===== src/rtl/pic_core_pkg.sv =====
// Shared definitions for the PIC-style multi-cycle core.
// Default PC width, return-stack depth and stack overflow policies.
package pic_core_pkg;

    localparam int PC_W = 11;
    localparam int STACK_DEPTH = 8;

    typedef enum logic {
        STK_REJECT = 1'b0,
        STK_WRAP   = 1'b1
    } stack_mode_e;

endpackage


===== src/rtl/call_stack_param.sv =====
// Parameterised return-address stack used by CALL/RETURN.
// Circular register array with occupancy count and sticky error flags.
module call_stack_param
    import pic_core_pkg::*;
#(
    parameter int ADDR_W    = PC_W,
    parameter int DEPTH     = STACK_DEPTH,
    parameter int WRAP_MODE = int'(STK_WRAP)
) (
    input  logic                         clk,
    input  logic                         rst,
    input  logic                         push,
    input  logic                         pop,
    input  logic [ADDR_W-1:0]            stack_in,
    input  logic                         clr_err,
    output logic [ADDR_W-1:0]            stack_out,
    output logic [$clog2(DEPTH+1)-1:0]   level,
    output logic                         empty,
    output logic                         full,
    output logic                         overflow,
    output logic                         underflow
);

    localparam int PW = $clog2(DEPTH);
    localparam int LW = $clog2(DEPTH+1);
    localparam logic WRAP = (WRAP_MODE != 0);

    logic [ADDR_W-1:0] mem [DEPTH];
    logic [PW-1:0]     wp;
    logic [PW-1:0]     top_ptr;
    logic [LW-1:0]     lvl;

    logic do_repl;
    logic do_push;
    logic do_pop;
    logic ovf_ev;
    logic unf_ev;
    logic mem_we;
    logic [PW-1:0] mem_wa;

    assign top_ptr   = wp - PW'(1);
    assign level     = lvl;
    assign empty     = (lvl == '0);
    assign full      = (lvl == LW'(DEPTH));
    assign stack_out = empty ? '0 : mem[top_ptr];

    // Push+pop on an empty stack degrades to a plain push.
    always_comb begin
        do_repl = push & pop & ~empty;
        do_push = push & ~do_repl;
        do_pop  = pop & ~push & ~empty;
        ovf_ev  = do_push & full;
        unf_ev  = pop & ~push & empty;
        mem_we  = 1'b0;
        mem_wa  = wp;
        if (do_repl) begin
            mem_we = 1'b1;
            mem_wa = top_ptr;
        end else if (do_push && (!full || WRAP)) begin
            mem_we = 1'b1;
            mem_wa = wp;
        end
    end

    always_ff @(posedge clk) begin
        if (rst) begin
            wp        <= '0;
            lvl       <= '0;
            overflow  <= 1'b0;
            underflow <= 1'b0;
        end else begin
            if (do_push && !full) begin
                wp  <= wp + PW'(1);
                lvl <= lvl + LW'(1);
            end else if (do_push && full && WRAP) begin
                wp  <= wp + PW'(1);
            end else if (do_pop) begin
                wp  <= top_ptr;
                lvl <= lvl - LW'(1);
            end
            overflow  <= ovf_ev | (overflow & ~clr_err);
            underflow <= unf_ev | (underflow & ~clr_err);
        end
    end

    // Storage is deliberately left uninitialised across reset.
    always_ff @(posedge clk) begin
        if (!rst && mem_we)
            mem[mem_wa] <= stack_in;
    end

    a_excl: assert property (@(posedge clk) !(empty && full));
    a_range: assert property (@(posedge clk) lvl <= LW'(DEPTH));

endmodule

===== config.mk =====
export PLATFORM = sky130hd
export DESIGN_NAME = call_stack_param
export DESIGN_NICKNAME = d
export VERILOG_FILES = /design/src/rtl/pic_core_pkg.sv /design/src/rtl/call_stack_param.sv
export SDC_FILE = /design/constraint.sdc
export NUM_CORES = 1
export LEC_CHECK = 0
export ABC_AREA = 0
export CAP_MARGIN = 15
export CORE_ASPECT_RATIO = 1.2
export CORE_MARGIN = 5
export CORE_UTILIZATION = 40
export DETAILED_ROUTE_END_ITERATION = 12
export PLACE_DENSITY = 0.67
export REMOVE_ABC_BUFFERS = 1
export SLEW_MARGIN = 20
export SYNTH_ARGS = -nofsm -noshare
export SYNTH_HDL_FRONTEND = slang
export SYNTH_SLANG_ARGS = --single-unit

===== constraint.sdc =====
create_clock -name clk -period 4 [get_ports clk]
set_input_delay 0.6 -clock clk [delete_from_list [all_inputs] [get_ports clk]]
set_output_delay 0.6 -clock clk [all_outputs]
set_load 0.1 [all_outputs]

==> results.py, run 1 <==
metrics = {
    "floorplan": {
        "die_x_um": 102,
        "pin_count": 35,
        "core_area_um2": 10000,
        "rows": 40,
        "initial_core_util_pct": 40.9,
        "die_y_um": 121,
        "dieArea_um2": 12400,
    },
    "setup_path": {
        "worstSetupEndpointType": "primary output",
        "path_max_fanout": 20,
        "critPathLaunchType": "flip-flop",
        "crit_required_ns": 3.40,
        "slowest_stage": "ha_1",
        "criticalPathCategory": "reg2out",
        "arrival_ns": 2.51,
        "slowest_delay_ns": 0.44,
        "critical_path.cell_chain": "inv_1 > ha_1 > buf_4 > mux4_2 > nand2_1 > a21oi_1 > buf_12",
    },
    "yosys": {
        "synth-edff-count": 88,
        "syn_area_per_cell_um2": 16.4,
        "yosysWarnings": 0,
        "ys_types": 40,
        "synth_top_area_cell": "edfxtp_1",
        "synth-main-ff-cell": "edfxtp_1",
        "synth_area_leaders": "edfxtp_1 (65%), mux4_2 (12%), dfxtp_1 (4.4%), nand2_1 (2.8%), a21oi_1 (1.7%)",
        "synth_top_area_share_pct": 64.6,
        "synth-seq-cells": 97,
        "syn_area_um2": 4090,
        "syn-instance-count": 250,
        "ys_async_sr_fraction_pct": 0,
        "synth_seq_area_share_pct": 69.0,
    },
    "route": {
        "routedWlPerCell_um": 19.5,
        "drc": 0,
        "via_per_inst": 5.38,
        "drt_iter0_drc": 106,
        "wl_mm": 8.19,
        "dr.pass1.iters": 4,
        "antenna_left": 0,
        "vias": 2264,
    },
    "sta": {
        "clock.fmax_mhz": 322,
        "worst_slew_pin_slew_ns": 0.991,
        "slew_headroom_pct": 33.1,
        "tns_ns": 0,
        "holdWs_ns": 0.497,
        "setup_ws_ns": 0.894,
        "finalCritPeriodShare_pct": 77.7,
        "fin_crit_ns": 3.11,
        "maxSlewViolCount": 0,
        "skew_ns": 0.00649,
        "rsz0062_at_grt": "false",
        "hold_viol_final": 0,
        "setup_violations": 0,
    },
    "cells_and_area": {
        "final_common_cell": "edfxtp_1",
        "area_delta_synth_final_pct": 21.9,
        "fill_cells": 841,
        "final_cell_mix": "edfxtp_1 (88), nand2_1 (31), mux4_2 (22), clkdlybuf4s50_1 (21), a21oi_1 (14)",
        "nets": 311,
        "fin_util_pct": 49.8,
        "drive_above_1_share_pct": 21.7,
        "diodes": 0,
    },
    "status": {
        "outcome": "finished, final reports clean",
    },
    "place": {
        "dpl.hpwl_mm": 5.35,
        "place.gp.congestion": 0.896,
        "port_buffers": 34,
        "dp_slack_ns": 0.895,
    },
    "global_route": {
        "grt_pass1_wl_mm": 13.1,
        "grt_pass1_vias": 2314,
        "antenna_found_initial": 0,
        "overflow": 0,
        "grt_use_total_pct": 14.5,
        "grt_max_degree": 25,
    },
    "clock_tree": {
        "numCtsBuffers": 9,
        "cts_tree": "built",
        "clock_path_buffers": 2,
        "post_cts_buffers": 0,
        "ctsHoldBuffers": 0,
        "clock_latency_ns": 0.34,
        "cts-htree-levels": 3,
        "clock-sinks": 97,
        "path_clk_slew_ns": 0.06,
        "root_buffer": "clkbuf_16",
        "cts_resized": 0,
    },
    "flow_run": {
        "maxCapViolations": 0,
    },
    "hold_path": {
        "hp-class": "reg2reg",
    },
}
==> registers in the layout, summed over array words and instances (netlist names) <==
signal	flops
mem	88
level	4
wp	3
overflow	1
underflow	1
==> path summary, 6_finish.rpt <==
check / from / endpoint / slack [ns] / depth (start not counted)
max reg2reg: wp[1]$_SDFFE_PP0P_ / mem[5][2]$_DFFE_PP_ / 1.41 / 6
min: underflow$_SDFF_PP0_ / underflow$_SDFF_PP0_ / 0.50 / 2
max: wp[1]$_SDFFE_PP0P_ / stack_out[6] / 0.89 / 7
min reg2reg: underflow$_SDFF_PP0_ / underflow$_SDFF_PP0_ / 0.50 / 2
==> cell families (layout without fill, tap and decap cells) <==
| kind of cell | Yosys count | count (layout) | synth area share (%) |
|---|---|---|---|
| XOR/XNOR | 3 | 3 | 0.643 |
| flip-flops | 97 | 97 | 69.0 |
| multiplexers | 25 | 25 | 13.0 |
| buffers and inverters | 22 | 67 | 2.29 |
| adder cells (fa/ha/maj) | 5 | 5 | 1.71 |
| AND/OR/NAND/NOR | 66 | 66 | 7.68 |
| AO/OA/AOI/OAI | 32 | 32 | 5.69 |
==> layer usage <==
| metal | vias up | GRT usage, % | part of all wire, % |
|---|---|---|---|
| met5 | - | 0 | 0 |
| met4 | 0 | 4.76 | 1.5 |
| met3 | 10 | 3.81 | 4.0 |
| met2 | 49 | 24.6 | 53 |
| met1 | 1148 | 18.0 | 42 |
| li1 | 1057 | - | - |
==> synthesized netlist by cell type (3+ instances only) <==
| cell type | instances |
|---|---|
| nand2b_1 | 4 |
| mux4_2 | 22 |
| nor2b_1 | 3 |
| a31oi_1 | 3 |
| and2_1 | 3 |
| a21oi_1 | 14 |
| edfxtp_1 | 88 |
| clkbuf_1 | 9 |
| ha_1 | 4 |
| dfxtp_1 | 9 |
| inv_1 | 8 |
| nor3_1 | 4 |
| buf_2 | 3 |
| a2111oi_0 | 4 |
| nand2_1 | 31 |
| nand3_1 | 5 |
| nor2_1 | 8 |
==> through the flow <==
step	instances	cell area, µm²
after floorplan	236	4030
final	421	4980
after global placement	405	4700
after global routing	421	4980
after detailed placement	405	4700
after CTS	421	4980
==> worst max-delay path: cells and delay by family, from the launching register on <==
family / cells / cell delay, ns
adders and majority gates: 1 / 0.44
buffers and inverters: 3 / 0.70
DFF: 1 / 0.40
muxes: 1 / 0.25
and+or+nand+nor: 1 / 0.05
AOI/OAI and AO/OA: 1 / 0.32
==> layout make-up <==
| type | instances | area (µm²) | share of cell area, % |
|---|---|---|---|
| clock buffer | 13 | 240 | 4.82 |
| clock inverter | 3 | 41.3 | 0.828 |
| timing repair buffer | 43 | 513 | 10.3 |
| inverter | 8 | 30.0 | 0.602 |
| sequential | 97 | 2820 | 56.6 |
| tap | 126 | 158 | 3.16 |
| multi-input combinational | 131 | 1180 | 23.7 |
Power of run 1 is left out: the tool's default activity adds up to more than one toggle a clock period on the data nets, which glitch-free logic cannot reach.
==> run 2, diff against run 1 <==
- clock period: 4 -> 3.2 ns (I/O delays scaled with it)
==> run 2 against run 1 <==
Against the previous run:
- critical path depth unchanged
- routed wire length grew 0.63%
- final cell count is 3.3% higher
- core utilization up 1.0 points
- clock skew grew 0.00051 ns
- hold slack is essentially flat
- design area up 2.0%
- setup slack worse by 0.69 ns
- largest cell class unchanged
- via count is 4.2% higher
==> results.py, run 2 (synthesis gave the netlist of run 1 again) <==
metrics = {
    "sta": {
        "setup_violations": 0,
        "worst_slew_pin_slew_ns": 0.970,
        "clock.fmax_mhz": 334,
        "tns_ns": 0,
        "slew_headroom_pct": 35.1,
        "hold_viol_final": 0,
        "finalCritPeriodShare_pct": 93.6,
        "setup_ws_ns": 0.206,
        "skew_ns": 0.00699,
        "rsz0062_at_grt": "false",
        "maxSlewViolCount": 0,
        "fin_crit_ns": 2.99,
        "holdWs_ns": 0.497,
    },
    "floorplan": {
        "rows": 40,
        "core_area_um2": 10000,
        "dieArea_um2": 12400,
        "pin_count": 35,
        "die_y_um": 121,
        "initial_core_util_pct": 40.9,
        "die_x_um": 102,
    },
    "cells_and_area": {
        "multi_input_comb_area_um2": 1180,
        "final_cell_mix": "edfxtp_1 (88), nand2_1 (31), buf_4 (29), mux4_2 (22), clkdlybuf4s50_1 (17)",
        "nets": 325,
        "fill_cells": 818,
        "largest_reg_flops": 88,
        "drive_above_1_share_pct": 27.5,
        "final_common_cell": "edfxtp_1",
        "regArea_um2": 2820,
        "regMostFlops": "mem",
        "area_delta_synth_final_pct": 24.3,
        "fin_util_pct": 50.8,
        "diodes": 0,
    },
    "clock_tree": {
        "path_clk_slew_ns": 0.07,
        "cts_tree": "built",
        "root_buffer": "clkbuf_16",
        "clock_path_buffers": 2,
        "post_cts_buffers": 0,
        "cts-htree-levels": 3,
        "numCtsBuffers": 9,
        "cts_resized": 0,
        "clock-sinks": 97,
        "clock_latency_ns": 0.34,
        "ctsHoldBuffers": 0,
    },
    "setup_path": {
        "crit-reg2reg-launch": "wp[1]$_SDFFE_PP0P_",
        "cp-startpoint": "wp[1]$_SDFFE_PP0P_",
        "critPathLaunchType": "flip-flop",
        "criticalPathCategory": "reg2out",
        "slowest_stage": "ha_1",
        "cp_top_family": "buffers and inverters",
        "critical_path.cell_chain": "inv_1 > ha_1 > buf_4 > mux4_2 > nand2_1 > a21oi_1 > buf_12",
        "worstSetupEndpointType": "primary output",
        "path_max_fanout": 9,
        "arrival_ns": 2.51,
        "worst-path-buf-inv": 3,
        "crit_required_ns": 2.72,
        "slowest_delay_ns": 0.52,
    },
    "route": {
        "vias": 2359,
        "wl_mm": 8.24,
        "routedWlPerCell_um": 18.9,
        "antenna_left": 0,
        "via_per_inst": 5.42,
        "drt_iter0_drc": 151,
        "dr.pass1.iters": 4,
        "drc": 0,
    },
    "place": {
        "dp_slack_ns": 0.430,
        "place.gp.congestion": 0.879,
        "dpl.hpwl_mm": 5.57,
        "port_buffers": 34,
    },
    "global_route": {
        "grt_max_degree": 25,
        "grt_pass1_vias": 2415,
        "antenna_found_initial": 0,
        "grt_pass1_wl_mm": 13.1,
        "overflow": 0,
        "grt_use_total_pct": 14.5,
    },
    "status": {
        "outcome": "finished, final reports clean",
    },
    "hold_path": {
        "hold_path.startpoint": "underflow$_SDFF_PP0_",
        "hp-class": "reg2reg",
    },
    "flow_run": {
        "maxCapViolations": 0,
    },
}
-- run 2: final timing paths --
| kind | endpoint | slack [ns] | cells past startpoint |
|---|---|---|---|
| worst max register to register | mem[6][5]$_DFFE_PP_ | 0.56 | 7 |
| worst max-delay path | stack_out[10] | 0.21 | 7 |
| worst min register to register | underflow$_SDFF_PP0_ | 0.50 | 2 |
| worst min-delay path | underflow$_SDFF_PP0_ | 0.50 | 2 |
-- run 2: stage by stage --
step | cells | area (µm²)
CTS | 435 | 5090
global route | 435 | 5090
global placement | 419 | 4800
floorplan | 236 | 4030
detailed placement | 419 | 4800
finish | 435 | 5090
-- run 2: per-layer routing --
metal	global-route usage, %	wire [µm]	vias up
met2	22.4	4030	80
met5	0	0	-
li1	-	-	1088
met1	19.2	3490	1176
met3	2.94	523	15
met4	7.71	192	0
-- run 2: cell type report --
type | count | area share [%]
Sequential cell | 97 | 55.5
Multi-Input combinational cell | 131 | 23.2
Timing Repair Buffer | 57 | 12.0
Clock buffer | 10 | 4.50
Tap cell | 126 | 3.10
Clock inverter | 6 | 1.16
Inverter | 8 | 0.590
-- run 2: worst min-delay path: stages (launching register included) --
cell	delay, ns
dfxtp_1	0.34
a32oi_1	0.06
nor2_1	0.07
Power of run 2 is left out for the same reason.
==> run 3, diff against run 2 <==
- ABC_AREA: 0 -> not set
==> results of run 3 <==
Same layout as run 2: the final DEF is identical, and so are final timing and power.
Power of run 3 is left out for the same reason.
